===== src/rtl/axi_arb_pkg.sv =====
// rtl/axi_arb_pkg.sv - shared types and master tags for the AR arbiter
package axi_arb_pkg;

    typedef enum logic [1:0] {
        IDLE = 2'd0,
        ADDR = 2'd1,
        DATA = 2'd2
    } ar_state_e;

    localparam logic [3:0] TAG_M0  = 4'b0001;
    localparam logic [3:0] TAG_M1  = 4'b0010;
    localparam logic [3:0] TAG_M2  = 4'b0011;
    localparam logic [3:0] TAG_DEF = 4'b0000;

    localparam int ARB_AW  = 32;
    localparam int ARB_IDW = 4;

    // id already carries the master tag in its top nibble
    typedef struct packed {
        logic [ARB_AW-1:0]    addr;
        logic [ARB_IDW+3:0]   id;
        logic [3:0]           len;
        logic [2:0]           size;
        logic [1:0]           burst;
    } ar_beat_t;

    function automatic logic [3:0] master_tag(input logic [1:0] idx);
        case (idx)
            2'd0:    master_tag = TAG_M0;
            2'd1:    master_tag = TAG_M1;
            2'd2:    master_tag = TAG_M2;
            default: master_tag = TAG_DEF;
        endcase
    endfunction

endpackage


===== src/rtl/ar_arbiter_s_if.sv =====
// rtl/ar_arbiter_s_if.sv - AR request bus from three masters plus the shared slave AR/R observe signals
interface ar_arbiter_s_if #(
    parameter int AW  = 32,
    parameter int IDW = 4
) ();

    logic [2:0]       ARVALID_M;
    logic [2:0]       ARREADY_M;
    logic [3*IDW-1:0] ARID_M;
    logic [3*AW-1:0]  ARADDR_M;
    logic [11:0]      ARLEN_M;
    logic [8:0]       ARSIZE_M;
    logic [5:0]       ARBURST_M;

    logic             ARVALID_S;
    logic             ARREADY_S;
    logic [IDW+3:0]   ARID_S;
    logic [AW-1:0]    ARADDR_S;
    logic [3:0]       ARLEN_S;
    logic [2:0]       ARSIZE_S;
    logic [1:0]       ARBURST_S;

    logic             RVALID_S;
    logic             RREADY_S;
    logic             RLAST_S;

    // slave: the arbiter; master: the requesting masters and the shared slave
    modport slave (
        input  ARVALID_M, ARID_M, ARADDR_M, ARLEN_M, ARSIZE_M, ARBURST_M,
        output ARREADY_M,
        output ARVALID_S, ARID_S, ARADDR_S, ARLEN_S, ARSIZE_S, ARBURST_S,
        input  ARREADY_S,
        input  RVALID_S, RREADY_S, RLAST_S
    );

    modport master (
        output ARVALID_M, ARID_M, ARADDR_M, ARLEN_M, ARSIZE_M, ARBURST_M,
        input  ARREADY_M,
        input  ARVALID_S, ARID_S, ARADDR_S, ARLEN_S, ARSIZE_S, ARBURST_S,
        output ARREADY_S,
        output RVALID_S, RREADY_S, RLAST_S
    );

endinterface


===== src/rtl/rr_pick3.sv =====
// rtl/rr_pick3.sv - combinational 3-way round-robin pick, ptr names the highest-priority requester
module rr_pick3 (
    input  logic [2:0] req,
    input  logic [1:0] ptr,
    output logic [2:0] gnt
);

    always_comb begin
        gnt = 3'b000;
        case (ptr)
            2'd1: begin
                if      (req[1]) gnt = 3'b010;
                else if (req[2]) gnt = 3'b100;
                else if (req[0]) gnt = 3'b001;
            end
            2'd2: begin
                if      (req[2]) gnt = 3'b100;
                else if (req[0]) gnt = 3'b001;
                else if (req[1]) gnt = 3'b010;
            end
            default: begin
                if      (req[0]) gnt = 3'b001;
                else if (req[1]) gnt = 3'b010;
                else if (req[2]) gnt = 3'b100;
            end
        endcase
    end

endmodule


===== src/rtl/ar_arbiter_s.sv =====
// rtl/ar_arbiter_s.sv - round-robin AR arbiter, one outstanding read per slave; AXI_ARB_WDOG_EN adds a watchdog
module ar_arbiter_s
    import axi_arb_pkg::*;
#(
    parameter int AW      = ARB_AW,
    parameter int IDW     = ARB_IDW,
    parameter int WDOG_CY = 255
) (
    input  logic          ACLK,
    input  logic          ARESETn,
    ar_arbiter_s_if.slave bus,
    output logic          busy,
    output logic          wdog_err
);

    ar_state_e      state_q, state_d;
    logic [1:0]     rr_ptr;
    logic [2:0]     gnt;
    logic [1:0]     win_idx;
    logic           grant;
    logic           r_last_hs;
    logic           wdog_fire;
    logic           arvalid_q;
    ar_beat_t       beat_q, beat_d;

    logic [AW-1:0]  sel_addr;
    logic [IDW-1:0] sel_id;
    logic [3:0]     sel_len;
    logic [2:0]     sel_size;
    logic [1:0]     sel_burst;

    rr_pick3 u_pick (
        .req (bus.ARVALID_M),
        .ptr (rr_ptr),
        .gnt (gnt)
    );

    assign grant     = (state_q == IDLE) && (|gnt);
    assign r_last_hs = bus.RVALID_S & bus.RREADY_S & bus.RLAST_S;

    always_comb begin
        win_idx   = 2'd0;
        sel_addr  = bus.ARADDR_M[0 +: AW];
        sel_id    = bus.ARID_M[0 +: IDW];
        sel_len   = bus.ARLEN_M[0 +: 4];
        sel_size  = bus.ARSIZE_M[0 +: 3];
        sel_burst = bus.ARBURST_M[0 +: 2];
        for (int k = 0; k < 3; k++) begin
            if (gnt[k]) begin
                win_idx   = 2'(k);
                sel_addr  = bus.ARADDR_M[k*AW +: AW];
                sel_id    = bus.ARID_M[k*IDW +: IDW];
                sel_len   = bus.ARLEN_M[k*4 +: 4];
                sel_size  = bus.ARSIZE_M[k*3 +: 3];
                sel_burst = bus.ARBURST_M[k*2 +: 2];
            end
        end
    end

    always_comb begin
        beat_d       = beat_q;
        beat_d.addr  = ARB_AW'(sel_addr);
        beat_d.id    = (ARB_IDW+4)'({master_tag(win_idx), sel_id});
        beat_d.len   = sel_len;
        beat_d.size  = sel_size;
        beat_d.burst = sel_burst;
    end

    always_ff @(posedge ACLK or negedge ARESETn) begin
        if (!ARESETn) state_q <= IDLE;
        else          state_q <= state_d;
    end

    always_comb begin
        state_d = state_q;
        case (state_q)
            IDLE:    if (grant)         state_d = ADDR;
            ADDR:    if (bus.ARREADY_S) state_d = DATA;
            DATA:    if (r_last_hs)     state_d = IDLE;
            default:                    state_d = IDLE;
        endcase
        if (wdog_fire) state_d = IDLE;
    end

    always_ff @(posedge ACLK or negedge ARESETn) begin
        if (!ARESETn) begin
            rr_ptr    <= 2'd0;
            arvalid_q <= 1'b0;
            beat_q    <= '0;
        end else begin
            arvalid_q <= (state_d == ADDR);
            if (grant) begin
                beat_q <= beat_d;
                rr_ptr <= (win_idx == 2'd2) ? 2'd0 : win_idx + 2'd1;
            end
        end
    end

`ifdef AXI_ARB_WDOG_EN
    logic [7:0] wdog_cnt;
    logic       wdog_err_q;

    // fires on the WDOG_CY-th edge after the grant
    assign wdog_fire = (state_q != IDLE) && (wdog_cnt == 8'(WDOG_CY - 1));

    always_ff @(posedge ACLK or negedge ARESETn) begin
        if (!ARESETn) begin
            wdog_cnt   <= 8'd0;
            wdog_err_q <= 1'b0;
        end else begin
            if (grant)                  wdog_cnt <= 8'd0;
            else if (state_q != IDLE)   wdog_cnt <= wdog_cnt + 8'd1;
            if (wdog_fire)              wdog_err_q <= 1'b1;
        end
    end

    assign wdog_err = wdog_err_q;
`else
    logic [7:0] unused_wdog_cy;
    assign unused_wdog_cy = 8'(WDOG_CY);
    assign wdog_fire      = 1'b0;
    assign wdog_err       = 1'b0;
`endif

    assign bus.ARREADY_M = (state_q == IDLE) ? gnt : 3'b000;
    assign bus.ARVALID_S = arvalid_q;
    assign bus.ARID_S    = (IDW+4)'(beat_q.id);
    assign bus.ARADDR_S  = AW'(beat_q.addr);
    assign bus.ARLEN_S   = beat_q.len;
    assign bus.ARSIZE_S  = beat_q.size;
    assign bus.ARBURST_S = beat_q.burst;
    assign busy          = (state_q != IDLE);

endmodule


===== src/flat_wrapper.sv =====
// flat-port wrapper written by rule: the top's interface ports become plain ports
module ar_arbiter_s_flat import axi_arb_pkg::*;
#(
    parameter int AW      = ARB_AW,
    parameter int IDW     = ARB_IDW,
    parameter int WDOG_CY = 255
)
  (ACLK, ARESETn, busy, wdog_err, bus_ARVALID_M, bus_ARID_M, bus_ARADDR_M, bus_ARLEN_M, bus_ARSIZE_M, bus_ARBURST_M, bus_ARREADY_M, bus_ARVALID_S, bus_ARID_S, bus_ARADDR_S, bus_ARLEN_S, bus_ARSIZE_S, bus_ARBURST_S, bus_ARREADY_S, bus_RVALID_S, bus_RREADY_S, bus_RLAST_S);
  ar_arbiter_s_if #(.AW(AW), .IDW(IDW)) bus_i ();
  input  logic ACLK;
  input  logic ARESETn;
  output logic busy;
  output logic wdog_err;
  input wire logic [$bits(bus_i.ARVALID_M)-1:0] bus_ARVALID_M;
  input wire logic [$bits(bus_i.ARID_M)-1:0] bus_ARID_M;
  input wire logic [$bits(bus_i.ARADDR_M)-1:0] bus_ARADDR_M;
  input wire logic [$bits(bus_i.ARLEN_M)-1:0] bus_ARLEN_M;
  input wire logic [$bits(bus_i.ARSIZE_M)-1:0] bus_ARSIZE_M;
  input wire logic [$bits(bus_i.ARBURST_M)-1:0] bus_ARBURST_M;
  output wire logic [$bits(bus_i.ARREADY_M)-1:0] bus_ARREADY_M;
  output wire logic [$bits(bus_i.ARVALID_S)-1:0] bus_ARVALID_S;
  output wire logic [$bits(bus_i.ARID_S)-1:0] bus_ARID_S;
  output wire logic [$bits(bus_i.ARADDR_S)-1:0] bus_ARADDR_S;
  output wire logic [$bits(bus_i.ARLEN_S)-1:0] bus_ARLEN_S;
  output wire logic [$bits(bus_i.ARSIZE_S)-1:0] bus_ARSIZE_S;
  output wire logic [$bits(bus_i.ARBURST_S)-1:0] bus_ARBURST_S;
  input wire logic [$bits(bus_i.ARREADY_S)-1:0] bus_ARREADY_S;
  input wire logic [$bits(bus_i.RVALID_S)-1:0] bus_RVALID_S;
  input wire logic [$bits(bus_i.RREADY_S)-1:0] bus_RREADY_S;
  input wire logic [$bits(bus_i.RLAST_S)-1:0] bus_RLAST_S;
  assign bus_i.ARVALID_M = bus_ARVALID_M;
  assign bus_i.ARID_M = bus_ARID_M;
  assign bus_i.ARADDR_M = bus_ARADDR_M;
  assign bus_i.ARLEN_M = bus_ARLEN_M;
  assign bus_i.ARSIZE_M = bus_ARSIZE_M;
  assign bus_i.ARBURST_M = bus_ARBURST_M;
  assign bus_ARREADY_M = bus_i.ARREADY_M;
  assign bus_ARVALID_S = bus_i.ARVALID_S;
  assign bus_ARID_S = bus_i.ARID_S;
  assign bus_ARADDR_S = bus_i.ARADDR_S;
  assign bus_ARLEN_S = bus_i.ARLEN_S;
  assign bus_ARSIZE_S = bus_i.ARSIZE_S;
  assign bus_ARBURST_S = bus_i.ARBURST_S;
  assign bus_i.ARREADY_S = bus_ARREADY_S;
  assign bus_i.RVALID_S = bus_RVALID_S;
  assign bus_i.RREADY_S = bus_RREADY_S;
  assign bus_i.RLAST_S = bus_RLAST_S;
  ar_arbiter_s #(.AW(AW), .IDW(IDW), .WDOG_CY(WDOG_CY)) u_core (.ACLK(ACLK), .ARESETn(ARESETn), .bus(bus_i), .busy(busy), .wdog_err(wdog_err));
endmodule

===== config.mk =====
export PLATFORM = sky130hd
export DESIGN_NAME = ar_arbiter_s_flat
export DESIGN_NICKNAME = d
export VERILOG_FILES = /design/src/rtl/axi_arb_pkg.sv /design/src/rtl/ar_arbiter_s_if.sv /design/src/rtl/rr_pick3.sv /design/src/rtl/ar_arbiter_s.sv /design/src/flat_wrapper.sv
export SDC_FILE = /design/constraint.sdc
export NUM_CORES = 1
export LEC_CHECK = 0
export ABC_AREA = 1
export BUFFER_PORTS_ARGS = -buffer_cell sky130_fd_sc_hd__buf_2
export CORE_MARGIN = 5
export CORE_UTILIZATION = 47
export DETAILED_ROUTE_END_ITERATION = 6
export PLACE_DENSITY = 0.86
export SETUP_SLACK_MARGIN = 0.02
export SLEW_MARGIN = 0
export SYNTH_ARGS = -nofsm -noshare
export SYNTH_HDL_FRONTEND = slang
export SYNTH_SLANG_ARGS = --single-unit
export TNS_END_PERCENT = 20

===== constraint.sdc =====
create_clock -name ACLK -period 2.9 [get_ports ACLK]
set_clock_uncertainty 0.2 [all_clocks]
set_input_delay 0.145 -clock ACLK [delete_from_list [all_inputs] [get_ports ACLK]]
set_output_delay 0.145 -clock ACLK [all_outputs]
set_load 0.01 [all_outputs]

==> results of run 1 <==
Yosys cell counts:
cell,instances,area (sq um)
nand2_1,188,706
nand3_1,75,375
dfrtp_1,52,1300
nand4_1,46,288
buf_2,23,115
nand3_2,22,220
inv_1,10,37.5
buf_4,8,60.1
buf_6,7,78.8
clkbuf_1,4,15.0
o21ai_0,4,20.0
inv_2,3,11.3
nand2_2,3,18.8
nor2_1,3,11.3
ha_1,2,25.0
o21a_1,2,15.0
o21ai_1,2,10.0
buf_1,1,3.75
conb_1,1,3.75
or2_2,1,6.26
final timing paths:
kind | endpoint
worst max-delay path | u_core.bus.ARADDR_S[1]$_DFFE_PN0P_
worst min-delay path | u_core.bus.ARBURST_S[0]$_DFFE_PN0P_
worst max register to register | u_core.bus.ARADDR_S[1]$_DFFE_PN0P_
worst min register to register | u_core.bus.ARADDR_S[22]$_DFFE_PN0P_
max in group asynchronous | u_core.bus.ARADDR_S[26]$_DFFE_PN0P_
min in group asynchronous | u_core.bus.ARADDR_S[3]$_DFFE_PN0P_
cell families after synthesis:
kind of cell	Yosys count	share of synthesized area
AOI/OAI and AO/OA	8	0.0136
adders and majority gates	2	0.00753
buffers and inverters	56	0.0968
DFF	52	0.392
other	1	0.00113
and+or+nand+nor	338	0.489
cell type report:
| type | instances | share of cell area |
|---|---|---|
| timing repair buffer | 286 | 0.369 |
| multi-input combinational | 351 | 0.330 |
| sequential | 52 | 0.248 |
| tap | 96 | 0.0229 |
| clock buffer | 5 | 0.0131 |
| inverter | 13 | 0.00930 |
| clock inverter | 3 | 0.00810 |
metal layers:
metal | up-vias | share of wire | GRT usage | routed length [um]
met5 | - | 0 | 0 | 0
met4 | 0 | 0.040 | 0.137 | 574
met3 | 70 | 0.12 | 0.0817 | 1710
met2 | 388 | 0.48 | 0.532 | 6950
met1 | 2047 | 0.36 | 0.353 | 5140
li1 | 2020 | - | - | -
critical path, stage by stage (launching register included):
cell and delay [ns]:
dfrtp_1 0.38, inv_1 0.06, ha_1 0.32, inv_2 0.06, nand2_2 0.06, nand3_1 0.08, nand2_2 0.14, nand2_8 0.16
buf_16 0.23, nand3_2 0.06, nand3_1 0.09, dlygate4sd3_1 0.61, nand2_1 0.13, nand2_1 0.07
flip-flops by register name, indices dropped and copies added, names as in the netlist:
signal and cells:
u_core.bus.ARADDR_S 32, u_core.state_q 2, u_core.bus.ARVALID_S 1, u_core.bus.ARID_S 6, u_core.bus.ARLEN_S 4, u_core.bus.ARBURST_S 2
u_core.rr_ptr 2, u_core.bus.ARSIZE_S 3
per-stage QoR:
stage          worst slack [ns]  instance area, sq um  utilization  instances
4_1_cts                  0.0661                  5160        0.756        804
5_1_grt                  0.0370                  5250        0.768        806
6_report                  0.114                  5250        0.768        806
2_1_floorplan              1.00                  3330            -        459
3_5_place_dp              0.617                  4270        0.625        718
3_3_place_gp              0.732                  4270        0.625        718
power breakdown:
part | total, mW | internal [mW] | leakage, nW | switching, mW
registers | 1.29 | 1.09 | 0.648 | 0.201
logic | 3.92 | 1.56 | 2.21 | 2.36
clock network | 0.489 | 0.255 | 0.0541 | 0.233
total | 5.70 | 2.91 | 2.91 | 2.79
repair_timing:
item,4_1_cts,5_1_grt
hold buffers,78,0
endpoints found under the hold margin,78,0
setup endpoints to repair,0,15
gates resized for setup,0,7
==> load_flow_metrics.sql, run 1 <==
INSERT INTO impl_metrics (metric_group, metric, value, unit) VALUES
('route', 'detail_route.wl_per_cell', '17.8', 'um'),
('clocking', 'tritoncts', 'done', ''),
('layout', 'seq_area', '1300', 'sq um'),
('status', 'failing_checks', 'negative hold slack', ''),
('floorplan', 'ios', '199', ''),
('pwr', 'p_leak', '2.91', 'nW'),
('floorplan', 'die_area', '8850', 'sq um'),
('route', 'route.final.wire_length', '14400', 'um'),
('placement', 'port_buffers', '195', ''),
('critical_path', 'critical_path.startpoint_type', 'register', ''),
('synth', 'mappedNetlistArea', '3320', 'sq um'),
('placement', 'routabilityCongestion', '0.823', ''),
('timing', 'worst-slew-pin-transition', '0.699', 'ns'),
('pwr', 'pwr_density_cell', '1090', 'nW/um^2'),
('layout', 'final_layout_size_suffix_gt1_frac', '0.346', ''),
('pwr', 'power', '5.70', 'mW'),
('layout', 'most-common-layout-cells', 'buf_2 (195), nand2_1 (187), dlygate4sd3_1 (78), nand3_1 (75), dfrtp_1 (52)', ''),
('layout', 'final.fill_count', '458', ''),
('critical_path', 'critical_path.reg2reg.startpoint', 'u_core.rr_ptr[0]$_DFFE_PN0P_', ''),
('floorplan', 'number_of_placement_rows', '30', ''),
('timing', 'timing.hold.ws', '-0.00398', 'ns'),
('layout', 'final_common_cell', 'buf_2', ''),
('critical_path', 'arrival', '2.78', 'ns'),
('hold_path', 'timing.hold.worst.class', 'in -> reg', ''),
('flow_run', 'drv.max_cap_violation_count', '0', ''),
('critical_path', 'r2r_cells', '13', ''),
('synth', 'flops_latches_synth', '52', ''),
('critical_path', 'r2r_slack', '0.11', 'ns'),
('clocking', 'cts_inserted_buffers', '5', ''),
('timing', 'unrepaired_setup_endpoints_after_global_routing', 'false', ''),
('layout', 'antenna_cells', '0', ''),
('global_route', 'first_global_vias', '4578', ''),
('timing', 'finalHoldViolCount', '1', ''),
('clocking', 'cts.sink_count', '52', ''),
('synth', 'synth_cell_type_count', '20', ''),
('clocking', 'cts_root_buffer', 'clkbuf_8', ''),
('pwr', 'peakVddDrop', '0.609', 'mV'),
('hold_path', 'holdPathStages', '5', ''),
('floorplan', 'core_area', '6830', 'sq um'),
('global_route', 'grt_util_all_layers', '0.307', ''),
('synth', 'ys.warnings.count', '0', ''),
('timing', 'timing.final.crit_period', '2.79', 'ns'),
('timing', 'timing.final.max_slew_violations', '0', ''),
('status', 'status', 'complete, but fails checks', ''),
('timing', 'finish_stage_setup_viols', '0', ''),
('route', 'detailedRoute.firstIterationViolations', '364', ''),
('layout', 'multi_input_area', '1730', 'sq um'),
('route', 'post_detailed_route_drc_marker_count', '0', ''),
('clocking', 'clk_transition_reported_paths', '0.10', 'ns'),
('global_route', 'grt_max_degree', '92', ''),
('critical_path', 'critical_path_peak_fanout', '23', ''),
('synth', 'netlist_instances', '457', ''),
('timing', 'fmax', '359', 'MHz'),
('timing', 'worst_slew_margin_rel', '0.534', ''),
('clocking', 'post-cts-setup-buffers', '0', ''),
('floorplan', 'die_y', '94.1', 'um'),
('global_route', 'antenna_found_initial', '0', ''),
('clocking', 'clock_path_buffers', '2', ''),
('global_route', 'gr-total-overflow', '0', ''),
('timing', 'portion_of_the_clock_cycle_consumed_by_the_worst_path_in_the_final_layout', '0.961', ''),
('synth', 'synthesis.area_per_instance', '7.27', 'sq um'),
('placement', 'hpwlAfterDp', '7930', 'um'),
('route', 'ant_nets', '0', ''),
('floorplan', 'starting_density_of_the_core', '0.486', ''),
('critical_path', 'cp-end-kind', 'register', ''),
('critical_path', 'critical_path_class', 'reg -> reg', ''),
('clocking', 'clkLatencyLatePin', '0.30', 'ns'),
('floorplan', 'die-width', '94.1', 'um'),
('route', 'detail_route.first_pass.iterations', '5', ''),
('layout', 'finalNetCount', '855', ''),
('critical_path', 'startpoint', 'u_core.rr_ptr[0]$_DFFE_PN0P_', ''),
('critical_path', 'worstPathRequired', '2.89', 'ns'),
('route', 'vias', '4525', ''),
('timing', 'finalSetupTns', '0', 'ns'),
('global_route', 'grt_first_pass_wirelength', '21600', 'um'),
('synth', 'synth.yosys.seq_area_share', '0.392', ''),
('hold_path', 'source_of_the_worst_hold_timing_path', 'bus_ARBURST_M[0]', ''),
('clocking', 'clock_tree.htree_level_count', '2', ''),
('route', 'vias_per_cell', '5.61', ''),
('layout', 'syn_to_final_growth', '58.0', '%');
(Power assumes the default switching activity.)
==> run 2: changes to the inputs <==
Settings changed: CORE_ASPECT_RATIO from default to 0.9, CORE_UTILIZATION 47 to 44, CTS_CLUSTER_SIZE from default to 30, PLACE_DENSITY 0.86 to 0.81.
Clock period 2.9 ns to 2.7 ns, I/O delays scaled along.
==> load_flow_metrics.sql, run 2 (same netlist as run 1, synthesis figures left out) <==
INSERT INTO impl_metrics (metric_group, metric, value, unit) VALUES
('status', 'status', 'complete, but fails checks', ''),
('status', 'failing_checks', 'design-rule violations', ''),
('critical_path', 'cp-end-kind', 'register', ''),
('critical_path', 'worst-path-stages', '13', ''),
('clocking', 'clock_tree.htree_level_count', '2', ''),
('pwr', 'combPwrFrac', '0.667', ''),
('clocking', 'post-cts-setup-buffers', '0', ''),
('hold_path', 'timing.hold.worst.class', 'in -> reg', ''),
('critical_path', 'crit_top_cell', 'nand2_2', ''),
('pwr', 'peakVddDrop', '0.500', 'mV'),
('floorplan', 'starting_density_of_the_core', '0.447', ''),
('layout', 'final_layout_size_suffix_gt1_frac', '0.322', ''),
('placement', 'routabilityCongestion', '0.805', ''),
('hold_path', 'holdPathStages', '5', ''),
('timing', 'timing.final.crit_period', '2.47', 'ns'),
('global_route', 'gr-total-overflow', '0', ''),
('pwr', 'pwr_density_cell', '988', 'nW/um^2'),
('critical_path', 'r2r_cells', '13', ''),
('route', 'vias_per_cell', '5.63', ''),
('critical_path', 'critical_path.startpoint_type', 'register', ''),
('critical_path', 'worst_path_largest_cell_delay', '0.37', 'ns'),
('global_route', 'antenna_found_initial', '0', ''),
('layout', 'final.fill_count', '474', ''),
('pwr', 'p_leak', '3.06', 'nW'),
('route', 'route.final.wire_length', '15200', 'um'),
('timing', 'finalHoldViolCount', '0', ''),
('global_route', 'grt_max_degree', '92', ''),
('placement', 'port_buffers', '195', ''),
('critical_path', 'path_buf_inv', '4', ''),
('timing', 'worst_slew_margin_rel', '0.411', ''),
('timing', 'worst-slew-pin-transition', '0.884', 'ns'),
('floorplan', 'number_of_placement_rows', '30', ''),
('critical_path', 'crit_path_top_delay_cell', 'dfrtp_1', ''),
('timing', 'portion_of_the_clock_cycle_consumed_by_the_worst_path_in_the_final_layout', '0.915', ''),
('floorplan', 'core_area', '7430', 'sq um'),
('pwr', 'intPower', '2.69', 'mW'),
('clocking', 'clock_path_buffers', '2', ''),
('clocking', 'cts_inserted_buffers', '5', ''),
('placement', 'hpwlAfterDp', '7680', 'um'),
('floorplan', 'die_area', '9390', 'sq um'),
('global_route', 'grt_util_all_layers', '0.315', ''),
('critical_path', 'worst_path_dominant_cell_family', 'simple AND/OR/NAND/NOR gates', ''),
('critical_path', 'crit_chain', 'inv_1 > ha_1 > inv_2 > nand2_2 > nand3_1 > nand2_2 > buf_4 > nand2_2 > buf_4 > nand3_2 > nand3_1 > nand2_1 > nand2_1', ''),
('layout', 'syn_to_final_growth', '70.1', '%'),
('hold_path', 'holdPathEnd', 'u_core.bus.ARSIZE_S[0]$_DFFE_PN0P_', ''),
('flow_run', 'drv.max_cap_violation_count', '0', ''),
('clocking', 'clk_transition_reported_paths', '0.10', 'ns'),
('global_route', 'grt_first_pass_wirelength', '23600', 'um'),
('layout', 'final_common_cell', 'buf_2', ''),
('layout', 'finalNetCount', '903', ''),
('route', 'vias', '4812', ''),
('critical_path', 'r2r_slack', '0.23', 'ns'),
('critical_path', 'critical_path_peak_fanout', '26', ''),
('clocking', 'clkLatencyLatePin', '0.31', 'ns'),
('critical_path', 'arrival', '2.52', 'ns'),
('timing', 'unrepaired_setup_endpoints_after_global_routing', 'false', ''),
('global_route', 'first_global_vias', '4861', ''),
('clocking', 'tritoncts', 'done', ''),
('clocking', 'cts.sink_count', '52', ''),
('critical_path', 'worstPathRequired', '2.75', 'ns'),
('timing', 'timing.hold.ws', '0.00500', 'ns'),
('clocking', 'cts_root_buffer', 'clkbuf_8', ''),
('pwr', 'power.sequential.fraction', '0.249', ''),
('route', 'detailedRoute.firstIterationViolations', '377', ''),
('floorplan', 'die_y', '92.4', 'um'),
('pwr', 'power.switching_fraction', '0.519', ''),
('pwr', 'switching_power', '2.90', 'mW'),
('layout', 'most-common-layout-cells', 'buf_2 (195), nand2_1 (187), dlygate4sd3_1 (128), nand3_1 (75), dfrtp_1 (52)', ''),
('floorplan', 'die-width', '102', 'um'),
('hold_path', 'source_of_the_worst_hold_timing_path', 'bus_ARSIZE_M[3]', ''),
('pwr', 'share_clk_of_total_power', '0.084', ''),
('route', 'detail_route.first_pass.iterations', '7', ''),
('route', 'ant_nets', '0', ''),
('floorplan', 'ios', '199', ''),
('timing', 'finalSetupTns', '0', 'ns'),
('route', 'detail_route.wl_per_cell', '17.8', 'um'),
('timing', 'fmax', '405', 'MHz'),
('critical_path', 'critical_path_class', 'reg -> reg', ''),
('layout', 'largest_register_ff_count', '32', ''),
('critical_path', 'regToRegEndpoint', 'u_core.bus.ARADDR_S[4]$_DFFE_PN0P_', ''),
('timing', 'finish_stage_setup_viols', '0', ''),
('timing', 'timing.final.max_slew_violations', '0', ''),
('route', 'post_detailed_route_drc_marker_count', '9', ''),
('critical_path', 'critical_path.reg2reg.startpoint', 'u_core.rr_ptr[0]$_DFFE_PN0P_', '');
## run 2: cell count changes in the layout (fill, tap and decap cells not counted), moves of 2 or more
cell and delta:
dlygate4sd3_1 +50, buf_12 +2, buf_16 -2, clkbuf_16 -2
## run 2: final cells by class
| cell class | instances | area, sq um | share of cell area |
|---|---|---|---|
| Clock inverter | 2 | 15.0 | 0.00266 |
| Sequential cell | 52 | 1300 | 0.230 |
| Timing Repair Buffer | 334 | 2360 | 0.418 |
| Inverter | 13 | 48.8 | 0.00863 |
| Antenna cell | 1 | 2.50 | 0.000443 |
| Multi-Input combinational cell | 351 | 1720 | 0.304 |
| Clock buffer | 6 | 82.6 | 0.0146 |
| Tap cell | 96 | 120 | 0.0213 |
## run 2: worst reg2reg max path, stage by stage (launching register included)
cell	delay [ns]
dfrtp_1	0.37
inv_1	0.06
ha_1	0.34
inv_2	0.09
nand2_2	0.05
nand3_1	0.09
nand2_2	0.07
buf_4	0.24
nand2_2	0.10
buf_4	0.34
nand3_2	0.13
nand3_1	0.14
nand2_1	0.09
nand2_1	0.10
## run 2: worst max path at each step
stage	from	end	slack [ns]
after detailed placement	u_core.rr_ptr[0]$_DFFE_PN0P_	u_core.state_q[0]$_DFF_PN0_	0.37
after floorplan	u_core.rr_ptr[1]$_DFFE_PN0P_	u_core.bus.ARADDR_S[4]$_DFFE_PN0P_	0.80
final	u_core.rr_ptr[0]$_DFFE_PN0P_	u_core.bus.ARADDR_S[4]$_DFFE_PN0P_	0.23
after global placement	u_core.rr_ptr[0]$_DFFE_PN0P_	u_core.bus.ARADDR_S[28]$_DFFE_PN0P_	0.49
after CTS	u_core.rr_ptr[0]$_DFFE_PN0P_	u_core.bus.ARVALID_S$_DFF_PN0_	0.34
after global routing	u_core.rr_ptr[0]$_DFFE_PN0P_	u_core.bus.ARADDR_S[4]$_DFFE_PN0P_	0.12
## run 2: stage by stage
stage | worst slack (ns) | instances | utilization | power, mW | cell area, sq um
floorplan | 0.800 | 459 | - | 3.86 | 3330
global placement | 0.489 | 718 | 0.575 | 4.63 | 4270
detailed placement | 0.371 | 718 | 0.575 | 4.76 | 4270
CTS | 0.340 | 854 | 0.760 | 5.38 | 5650
global route | 0.117 | 854 | 0.760 | 6.00 | 5650
finish | 0.229 | 855 | 0.760 | 5.59 | 5650
## run 2: timing repair
| action | CTS | global route |
|---|---|---|
| gates resized for setup | 0 | 0 |
| hold buffers | 128 | 0 |
| endpoints found under the hold margin | 86 | 0 |
| endpoints found under the setup margin | 0 | 0 |
## run 2: power by group through the flow
stage,registers (mW),logic [mW],clock network [mW]
6_report,1.39,3.73,0.469
2_1_floorplan,1.52,2.34,0
3_3_place_gp,1.37,3.27,0
4_1_cts,1.37,3.53,0.482
5_1_grt,1.42,4.06,0.512
3_5_place_dp,1.37,3.39,0
## run 2: per-layer routing
layer,share of wire,routed length (um),global-route usage
met1,0.35,5340,0.374
met2,0.45,6920,0.495
met3,0.14,2140,0.107
met4,0.054,818,0.181
met5,0,0,0
